**src/rtl/div_issue_ctrl.sv**
```systemverilog
// -----------------------------------------------------------------------------
// div_issue_ctrl
//
// Issue controller placed directly in front of a pipelined divider with an
// N-cycle latency. Operand pairs arrive on a valid/ready stream and are
// registered onto the divider's data_rdy/dividend/divisor inputs. Issue is
// metered by a credit counter that mirrors free slots in the downstream result
// buffer. A zero divisor is replaced with 1 so the divider never sees x/0, and
// a dz flag travels alongside the operation so it appears together with the
// divider's rdy. A flush request drains everything in flight and reports
// completion with a one-cycle pulse.
//
// Ports
//   clk          in   clock, all state changes on the rising edge
//   rst          in   synchronous active-high reset
//   in_valid     in   upstream operand pair valid
//   in_ready     out  block can accept an operand pair this cycle
//   in_dividend  in   [N-1:0] dividend
//   in_divisor   in   [M-1:0] divisor
//   data_rdy     out  to divider: operands valid this cycle
//   dividend     out  [N-1:0] to divider (holds when data_rdy=0)
//   divisor      out  [M-1:0] to divider (holds when data_rdy=0)
//   credit_ret   in   one-cycle pulse: downstream buffer freed one entry
//   dz_flag      out  asserted with divider rdy for a divide-by-zero result
//   flush        in   drain request (level), honoured only in RUN
//   flush_done   out  one-cycle pulse when the drain has completed
//   credit_err   out  sticky: a credit came back while the count was full
//   credits      out  [CW-1:0] current credit count
// -----------------------------------------------------------------------------
module div_issue_ctrl #(
  parameter int N       = 5,
  parameter int M       = 3,
  parameter int CREDITS = 8,
  localparam int CW     = $clog2(CREDITS + 1)
) (
  input  logic          clk,
  input  logic          rst,
  input  logic          in_valid,
  output logic          in_ready,
  input  logic [N-1:0]  in_dividend,
  input  logic [M-1:0]  in_divisor,
  output logic          data_rdy,
  output logic [N-1:0]  dividend,
  output logic [M-1:0]  divisor,
  input  logic          credit_ret,
  output logic          dz_flag,
  input  logic          flush,
  output logic          flush_done,
  output logic          credit_err,
  output logic [CW-1:0] credits
);

  // FSM encoding kept as plain constants for compatibility with older flows.
  localparam logic [1:0] ST_RUN   = 2'd0;
  localparam logic [1:0] ST_DRAIN = 2'd1;
  localparam logic [1:0] ST_DONE  = 2'd2;

  localparam logic [CW-1:0] CREDITS_FULL = CW'(CREDITS);
  localparam logic [CW-1:0] CREDIT_ONE   = {{(CW-1){1'b0}}, 1'b1};
  localparam logic [CW-1:0] CREDIT_ZERO  = {CW{1'b0}};
  localparam logic [M-1:0]  DIVISOR_ONE  = {{(M-1){1'b0}}, 1'b1};
  localparam logic [M-1:0]  DIVISOR_ZERO = {M{1'b0}};
  localparam logic [N-1:0]  DIVIDEND_ZERO = {N{1'b0}};
  localparam logic [N-1:0]  PIPE_EMPTY   = {N{1'b0}};

  // ---------------------------------------------------------------------------
  // State
  // ---------------------------------------------------------------------------
  logic [1:0]    state_q,      state_d;
  logic [CW-1:0] credits_q,    credits_d;
  logic          credit_err_q, credit_err_d;
  logic          data_rdy_q,   data_rdy_d;
  logic          dz_q,         dz_d;
  logic [N-1:0]  dividend_q,   dividend_d;
  logic [M-1:0]  divisor_q,    divisor_d;
  logic [N-1:0]  vld_sr_q,     vld_sr_d;
  logic [N-1:0]  dz_sr_q,      dz_sr_d;
  logic          flush_done_q, flush_done_d;

  logic          accept;
  logic          divisor_is_zero;
  logic          pipe_empty;

  // in_ready depends only on registered state plus the flush/rst controls, so
  // there is no combinational path from in_valid back to in_ready.
  assign in_ready = ~rst
                  & (state_q == ST_RUN)
                  & ~flush
                  & (credits_q != CREDIT_ZERO);

  assign accept          = in_valid & in_ready;
  assign divisor_is_zero = (in_divisor == DIVISOR_ZERO);

  // Nothing left anywhere between this block and the divider's rdy output.
  assign pipe_empty = (vld_sr_q == PIPE_EMPTY) & ~data_rdy_q;

  // FSM next-state: RUN -> DRAIN on flush, DRAIN -> DONE once empty, DONE -> RUN.
  always_comb begin
    state_d = state_q;
    case (state_q)
      ST_RUN: begin
        if (flush) begin
          state_d = ST_DRAIN;
        end else begin
          state_d = ST_RUN;
        end
      end
      ST_DRAIN: begin
        if (pipe_empty) begin
          state_d = ST_DONE;
        end else begin
          state_d = ST_DRAIN;
        end
      end
      ST_DONE: begin
        state_d = ST_RUN;
      end
      default: begin
        state_d = ST_RUN;
      end
    endcase
  end

  // The done pulse is registered alongside the DONE state so it lasts one cycle.
  always_comb begin
    if (state_d == ST_DONE) begin
      flush_done_d = 1'b1;
    end else begin
      flush_done_d = 1'b0;
    end
  end

  // Credit counter: accept consumes, credit_ret refunds; both together cancel.
  // A refund at a full count is dropped and latched as an error.
  always_comb begin
    credits_d    = credits_q;
    credit_err_d = credit_err_q;
    if (accept && credit_ret) begin
      credits_d = credits_q;
    end else if (accept) begin
      credits_d = credits_q - CREDIT_ONE;
    end else if (credit_ret) begin
      if (credits_q == CREDITS_FULL) begin
        credit_err_d = 1'b1;
      end else begin
        credits_d = credits_q + CREDIT_ONE;
      end
    end else begin
      credits_d = credits_q;
    end
  end

  // Operand register: substitute divisor 1 for a zero divisor and tag it dz.
  always_comb begin
    data_rdy_d = accept;
    dividend_d = dividend_q;
    divisor_d  = divisor_q;
    dz_d       = 1'b0;
    if (accept) begin
      dividend_d = in_dividend;
      if (divisor_is_zero) begin
        divisor_d = DIVISOR_ONE;
        dz_d      = 1'b1;
      end else begin
        divisor_d = in_divisor;
        dz_d      = 1'b0;
      end
    end else begin
      dz_d = 1'b0;
    end
  end

  // In-flight trackers shift every cycle so their last stage lines up with the
  // divider's rdy, N cycles after data_rdy is sampled.
  always_comb begin
    vld_sr_d = {vld_sr_q[N-2:0], data_rdy_q};
    dz_sr_d  = {dz_sr_q[N-2:0],  dz_q};
  end

  // All state registers with synchronous reset.
  always_ff @(posedge clk) begin
    if (rst) begin
      state_q      <= ST_RUN;
      credits_q    <= CREDITS_FULL;
      credit_err_q <= 1'b0;
      data_rdy_q   <= 1'b0;
      dz_q         <= 1'b0;
      dividend_q   <= DIVIDEND_ZERO;
      divisor_q    <= DIVISOR_ONE;
      vld_sr_q     <= PIPE_EMPTY;
      dz_sr_q      <= PIPE_EMPTY;
      flush_done_q <= 1'b0;
    end else begin
      state_q      <= state_d;
      credits_q    <= credits_d;
      credit_err_q <= credit_err_d;
      data_rdy_q   <= data_rdy_d;
      dz_q         <= dz_d;
      dividend_q   <= dividend_d;
      divisor_q    <= divisor_d;
      vld_sr_q     <= vld_sr_d;
      dz_sr_q      <= dz_sr_d;
      flush_done_q <= flush_done_d;
    end
  end

  assign data_rdy   = data_rdy_q;
  assign dividend   = dividend_q;
  assign divisor    = divisor_q;
  // Qualify with the valid stage so a stale dz bit can never leak out.
  assign dz_flag    = vld_sr_q[N-1] & dz_sr_q[N-1];
  assign flush_done = flush_done_q;
  assign credit_err = credit_err_q;
  assign credits    = credits_q;

endmodule
```
**config.mk**
```make
export PLATFORM = sky130hd
export DESIGN_NAME = div_issue_ctrl
export DESIGN_NICKNAME = d
export VERILOG_FILES = /design/src/rtl/div_issue_ctrl.sv
export SDC_FILE = /design/constraint.sdc
export NUM_CORES = 1
export LEC_CHECK = 0
export ABC_AREA = 1
export BUFFER_PORTS_ARGS = -buffer_cell sky130_fd_sc_hd__clkbuf_2
export CELL_PAD_IN_SITES_DETAIL_PLACEMENT = 2
export CELL_PAD_IN_SITES_GLOBAL_PLACEMENT = 2
export CORE_MARGIN = 8
export CORE_UTILIZATION = 31
export CTS_CLUSTER_DIAMETER = 100
export DETAILED_ROUTE_END_ITERATION = 10
export GPL_TIMING_DRIVEN = 0
export PLACE_DENSITY_LB_ADDON = 0.05
export SETUP_SLACK_MARGIN = 0.1
export SLEW_MARGIN = 5
export SYNTH_ARGS = -nofsm -noshare
export SYNTH_HDL_FRONTEND = slang
export SYNTH_SLANG_ARGS = --single-unit
export TNS_END_PERCENT = 5
```
**constraint.sdc**
```tcl
create_clock -name clk -period 4.8 [get_ports clk]
set_input_delay 0.48 -clock clk [delete_from_list [all_inputs] [get_ports clk]]
set_output_delay 0.48 -clock clk [all_outputs]
set_load 0.02 [all_outputs]
```
==> results.sh, run 1 <==
export IMPL_outcome="finished, final reports clean"
export IMPL_avgSynthCellArea_um2=8.19
export IMPL_wl_um=2810
export IMPL_fin_ws_ns=2.84
export IMPL_min_to="dz_q$_SDFF_PP0_"
export IMPL_min_period_over_period=0.408
export IMPL_synth_compound_area_frac=0.0725
export IMPL_ys_warn_count=0
export IMPL_worstPathMaxFanout=10
export IMPL_crit_type="flop to flop"
export IMPL_drc=0
export IMPL_max_cap_violations=0
export IMPL_power_mw=0.491
export IMPL_cts_made_buffers=3
export IMPL_drt_initial_drc_count=21
export IMPL_cts_setup_buffers=0
export IMPL_synth_top_area_frac=0.499
export IMPL_ir_worst_vdd_uv=156
export IMPL_final_hold_viol_count=0
export IMPL_yosys_area_share_simple=0.276
export IMPL_r2r_end="credits[3]$_SDFFE_PP1P_"
export IMPL_hp_class="primary input to flop"
export IMPL_relSlewSlack=0.576
export IMPL_layout_drive_gt1_share=0.288
export IMPL_core_area_um2=3580
export IMPL_clk_pin_slew_worst_paths_ns=0.15
export IMPL_final_min_clock_period_ns=1.96
export IMPL_multi_input_area_um2=445
export IMPL_placed_cells=214
export IMPL_end_kind="flop"
export IMPL_fin_worst_skew_ns=0.00142
export IMPL_setup_viol=0
export IMPL_fin_nets=187
export IMPL_place_area_um2=1330
export IMPL_fillers=431
export IMPL_placementRows=22
export IMPL_post_cts_resized=0
export IMPL_fin_util=0.386
export IMPL_grt_first_pass_wirelength_um=4860
export IMPL_dieHeight_um=76.2
export IMPL_gr_total_overflow=0
export IMPL_htreeDepth=1
export IMPL_grt_usage=0.0999
export IMPL_antenna_left=0
export IMPL_start_util=0.314
export IMPL_port_buffers=29
export IMPL_hpwl_um=2300
export IMPL_dp_slack_ns=2.50
export IMPL_clock_sinks=28
export IMPL_clockBufferDepth=2
export IMPL_yosysSeqAreaShare=0.499
export IMPL_grt_pass1_vias=1118
export IMPL_dieArea_um2=5800
export IMPL_cts_root_buffer="clkbuf_4"
export IMPL_worstSkewPairLatency_ns=0.32
export IMPL_grt_start_max_net_pins=17
export IMPL_r2r_slack_ns=2.84
export IMPL_holdBufCountCts=0
export IMPL_syn_area_um2=1120
export IMPL_avgRoutedWirePerCell_um=12.9
export IMPL_synth_area_leader_cell="dfxtp_1"
export IMPL_regArea_um2=561
export IMPL_via_count=1006
export IMPL_synthCells=137
export IMPL_synth_top_family_by_area="simple AND/OR/NAND/NOR gates"
export IMPL_cts_tree="yes"
export IMPL_final_area_um2=1380
export IMPL_dr_pass1_iters=5
export IMPL_viasPerCell=4.61
export IMPL_antenna_found_initial=0
export IMPL_finalNonFillerCells=218
export IMPL_arrival_ns=2.19
export IMPL_p_leak_nw=0.627
export IMPL_tns_ns=0
export IMPL_synthXorXnorAreaFrac=0.00780
export IMPL_ys_ff_latch=28
export IMPL_worstHoldPathCells=2
export IMPL_synth_fa_ha_area_frac=0.0401
export IMPL_hp_start="in_divisor[0]"
export IMPL_reg2reg_from="credits[0]$_SDFFE_PP0P_"
export IMPL_rsz0062_at_grt="no"
export IMPL_synthTopCellsByArea="dfxtp_1 (50%), nand2_1 (8.0%), inv_1 (7.4%)"
export IMPL_fmax_ghz=0.510
export IMPL_ioPinCount=30
export IMPL_critPathLaunchType="flop"
export IMPL_tightest_slew_ns=0.636
export IMPL_reg2regPathDepth=12
export IMPL_n_antenna_cell=0
export IMPL_ys_types=25
export IMPL_hold_slack_ns=0.329
export IMPL_syn2layout_area_growth_pct=23.0
export IMPL_synth_nets=153
export IMPL_drv_slew=0
export IMPL_muxShareOfSynthArea=0
export IMPL_critical_path_required_ns=5.03
export IMPL_die_width_um=76.2
export IMPL_p_per_area_nw_per_um2=355
export IMPL_place_congestion=0.703
==> registers in the layout, indices dropped and copies added (netlist names) <==
name	count
data_rdy	1
credit_err	1
state_q	2
dz_q	1
dz_sr_q	5
divisor	3
vld_sr_q	5
credits	4
flush_done	1
dividend	5
==> where the power goes <==
| part | internal, mW | switching [mW] |
|---|---|---|
| Combinational | 0.0286 | 0.0556 |
| Clock | 0.0844 | 0.0701 |
| Sequential | 0.243 | 0.00877 |
| Total | 0.356 | 0.134 |
==> placed cells by master (no fill, tap or decap), types with 3 or more instances in the layout <==
master and n:
nand2_1 24, nand2_2 4, nor2_1 14, dfxtp_1 28
clkbuf_2 29, inv_1 22, inv_2 4, nand3_1 6
clkbuf_4 3, a21oi_1 9, nand4_1 5
==> worst max-delay path, stage by stage, from the launching register on <==
cell     delay [ns]
dfxtp_1        0.39
nor2_2         0.21
nand2_2        0.12
nand3_4        0.14
inv_2          0.11
ha_1           0.35
nand3_1        0.09
nand3_1        0.11
inv_1          0.05
nand2_1        0.08
nand3_1        0.08
nand2_1        0.06
nand3_1        0.06
==> worst max path at each step <==
stage	start	end	slack, ns	cells past startpoint
after global placement	rst	credits[3]$_SDFFE_PP1P_	2.61	13
final	credits[0]$_SDFFE_PP0P_	credits[3]$_SDFFE_PP1P_	2.84	12
after CTS	credits[0]$_SDFFE_PP0P_	credits[3]$_SDFFE_PP1P_	2.80	12
after global routing	state_q[1]$_SDFF_PP0_	credits[3]$_SDFFE_PP1P_	2.65	12
after detailed placement	rst	credits[3]$_SDFFE_PP1P_	2.50	13
after floorplan	rst	credits[3]$_SDFFE_PP1P_	3.00	12
==> metal layers <==
metal  wire, µm  GRT usage  vias up
li1           -          -      494
met1       1120     0.0986      495
met2       1580      0.199       15
met3         96     0.0259        2
met4         16     0.0231        0
met5          0          0        -
==> synthesized netlist by cell type, drive strengths merged <==
library cell,n
nand3,7
nand4,5
nor4,3
buf,1
ha,2
o32ai,1
xnor2,1
fa,1
nor3,2
dfxtp,28
a21oi,11
nor2,16
nand2,29
clkbuf,2
inv,26
o21ai,2
==> cells by family after synthesis <==
family,count (synthesis)
flops,28
xor+xnor,1
buf+inv,29
compound gates,14
fa+ha+maj,3
simple gates,62
==> layout make-up <==
cell class	count	share of cell area
Clock buffer	3	0.0163
Buffer	3	0.0136
Clock inverter	1	0.0218
Tap cell	48	0.0435
Inverter	26	0.0707
Sequential cell	28	0.406
Multi-Input combinational cell	80	0.323
Timing Repair Buffer	29	0.105
Note: power is estimated with default switching activity, not from simulation.
==> inputs of run 2 (changes only) <==
- CORE_UTILIZATION: 31 -> 26
- clock period: 4.8 -> 1.75 ns (I/O delays scaled with it)
==> results.sh, run 2 (synthesis results as in run 1) <==
export IMPL_outcome="finished, final reports clean"
export IMPL_antenna_found_initial=0
export IMPL_relSlewSlack=0.615
export IMPL_final_hold_viol_count=0
export IMPL_cts_tree="yes"
export IMPL_min_period_over_period=0.934
export IMPL_fin_worst_skew_ns=0.00394
export IMPL_critical_path_required_ns=1.93
export IMPL_clockBufferDepth=2
export IMPL_hpwl_um=2420
export IMPL_placed_cells=218
export IMPL_core_area_um2=4260
export IMPL_grt_first_pass_wirelength_um=5610
export IMPL_reg2reg_from="credits[0]$_SDFFE_PP0P_"
export IMPL_start_util=0.263
export IMPL_drc=0
export IMPL_layout_drive_gt1_share=0.388
export IMPL_place_congestion=0.761
export IMPL_fin_ws_ns=0.115
export IMPL_rsz0062_at_grt="yes"
export IMPL_final_area_um2=1530
export IMPL_grt_use_met2=0.195
export IMPL_holdBufCountCts=0
export IMPL_dieHeight_um=81.7
export IMPL_final_cell_mix="clkbuf_2 (29), nand2_1 (23), dfxtp_1 (23)"
export IMPL_final_min_clock_period_ns=1.64
export IMPL_ioPinCount=30
export IMPL_p_per_area_nw_per_um2=947
export IMPL_ir_worst_vdd_uv=405
export IMPL_max_stage_delay_ns=0.37
export IMPL_hp_class="primary input to flop"
export IMPL_combinationalPowerShare=0.197
export IMPL_max_cap_violations=0
export IMPL_power_mw=1.45
export IMPL_setup_viol=0
export IMPL_layout_commonest_cell="clkbuf_2"
export IMPL_worstSkewPairLatency_ns=0.28
export IMPL_reg2regPathDepth=12
export IMPL_viasPerCell=4.45
export IMPL_dieArea_um2=6670
export IMPL_crit_top_cell="nand3_1"
export IMPL_cts_made_buffers=3
export IMPL_crit_chain="nor2_4 > nand2_4 > nand3_4 > inv_6 > ha_4 > nand3_1 > nand3_2 > inv_1 > nand2_1 > nand3_1 > nand2_1 > nand3_1"
export IMPL_cts_root_buffer="clkbuf_8"
export IMPL_place_area_um2=1360
export IMPL_antenna_left=0
export IMPL_clock_sinks=28
export IMPL_clkPwrFrac=0.323
export IMPL_grt_pass1_vias=1179
export IMPL_grt_usage=0.109
export IMPL_worstPathMaxFanout=4
export IMPL_clk_pin_slew_worst_paths_ns=0.10
export IMPL_syn2layout_area_growth_pct=36.0
export IMPL_cp_slowest_cell="dfxtp_4"
export IMPL_gr_total_overflow=0
export IMPL_finalNonFillerCells=230
export IMPL_crit_start="credits[0]$_SDFFE_PP0P_"
export IMPL_end_kind="flop"
export IMPL_via_count=1023
export IMPL_htreeDepth=1
export IMPL_dr_pass1_iters=3
export IMPL_switching_power_mw=0.415
export IMPL_n_antenna_cell=0
export IMPL_met1_usage=0.119
export IMPL_die_width_um=81.7
export IMPL_r2r_slack_ns=0.11
export IMPL_r2r_end="credits[3]$_SDFFE_PP1P_"
export IMPL_tightest_slew_ns=0.578
export IMPL_power_frac_seq=0.480
export IMPL_cp_endpoint="credits[3]$_SDFFE_PP1P_"
export IMPL_crit_type="flop to flop"
export IMPL_grt_start_max_net_pins=17
export IMPL_fmax_ghz=0.611
export IMPL_avgRoutedWirePerCell_um=14.3
export IMPL_switching_share=0.287
export IMPL_p_int_mw=1.03
export IMPL_placementRows=24
export IMPL_grt_busiest_layer="met2"
export IMPL_port_buffers=29
export IMPL_fin_util=0.358
export IMPL_drt_initial_drc_count=16
export IMPL_arrival_ns=1.81
export IMPL_dp_slack_ns=-0.162
export IMPL_wl_um=3290
export IMPL_drv_slew=0
export IMPL_fin_nets=195
export IMPL_p_leak_nw=0.685
export IMPL_grt_use_met3=0.0350
export IMPL_critPathLaunchType="flop"
[run 2: cell count changes in the layout (fill, tap and decap cells not counted), sizes merged]
cell,before,now
buf,1,9
bufinv,1,0
clkbuf,34,35
[run 2: metrics by stage]
stage	setup TNS, ns	hold slack, ns
2_1_floorplan	0	0.245
3_3_place_gp	-0.0833	0.390
3_5_place_dp	-0.186	0.398
5_1_grt	-0.00679	0.0822
6_report	0	0.0943
4_1_cts	0	0.0909
[run 2: cell type report]
| class | count | area [µm²] |
|---|---|---|
| flip-flops and latches | 28 | 574 |
| clock buffers | 4 | 66.3 |
| repair buffers | 37 | 205 |
| plain buffers | 3 | 22.5 |
| multi-input cells | 80 | 490 |
| well taps | 52 | 65.1 |
| inverters | 26 | 103 |
| fillers | 494 | 2740 |
[run 2: critical path, delay by kind of cell, from the launching register on]
kind | cells | cell delay, ns
AND/OR/NAND/NOR | 9 | 0.80
flip-flops | 1 | 0.37
buffers and inverters | 2 | 0.09
adder cells (fa/ha/maj) | 1 | 0.27
[run 2: layer usage]
metal / up-vias / routed length [µm]
met5: - / 0
met4: 0 / 44
met2: 25 / 1590
li1: 509 / -
met3: 5 / 216
met1: 484 / 1430
[run 2: power groups by stage]
stage               clock [mW]  combinational (mW)  sequential, mW
global route             0.517               0.319           0.700
global placement             0               0.230           0.709
finish                   0.468               0.284           0.694
detailed placement           0               0.244           0.711
floorplan                    0               0.132           0.736
CTS                      0.486               0.285           0.694
[run 2: what timing repair did]
item / CTS / global route
gates resized for setup: 11 / 4
buffers inserted: 7 / 1
setup endpoints to repair: 3 / 3
pin swaps: 4 / 6
[run 2: how the worst min path moves through the flow]
stage | depth (start not counted) | startpoint | slack [ns] | endpoint
2_1_floorplan | 1 | in_divisor[0] | 0.25 | dz_q$_SDFF_PP0_
3_3_place_gp | 2 | dz_sr_q[1]$_SDFF_PP0_ | 0.39 | dz_sr_q[2]$_SDFF_PP0_
3_5_place_dp | 2 | in_divisor[2] | 0.40 | dz_q$_SDFF_PP0_
4_1_cts | 2 | in_divisor[2] | 0.09 | dz_q$_SDFF_PP0_
5_1_grt | 2 | in_divisor[2] | 0.08 | dz_q$_SDFF_PP0_
6_report | 2 | in_divisor[2] | 0.09 | dz_q$_SDFF_PP0_
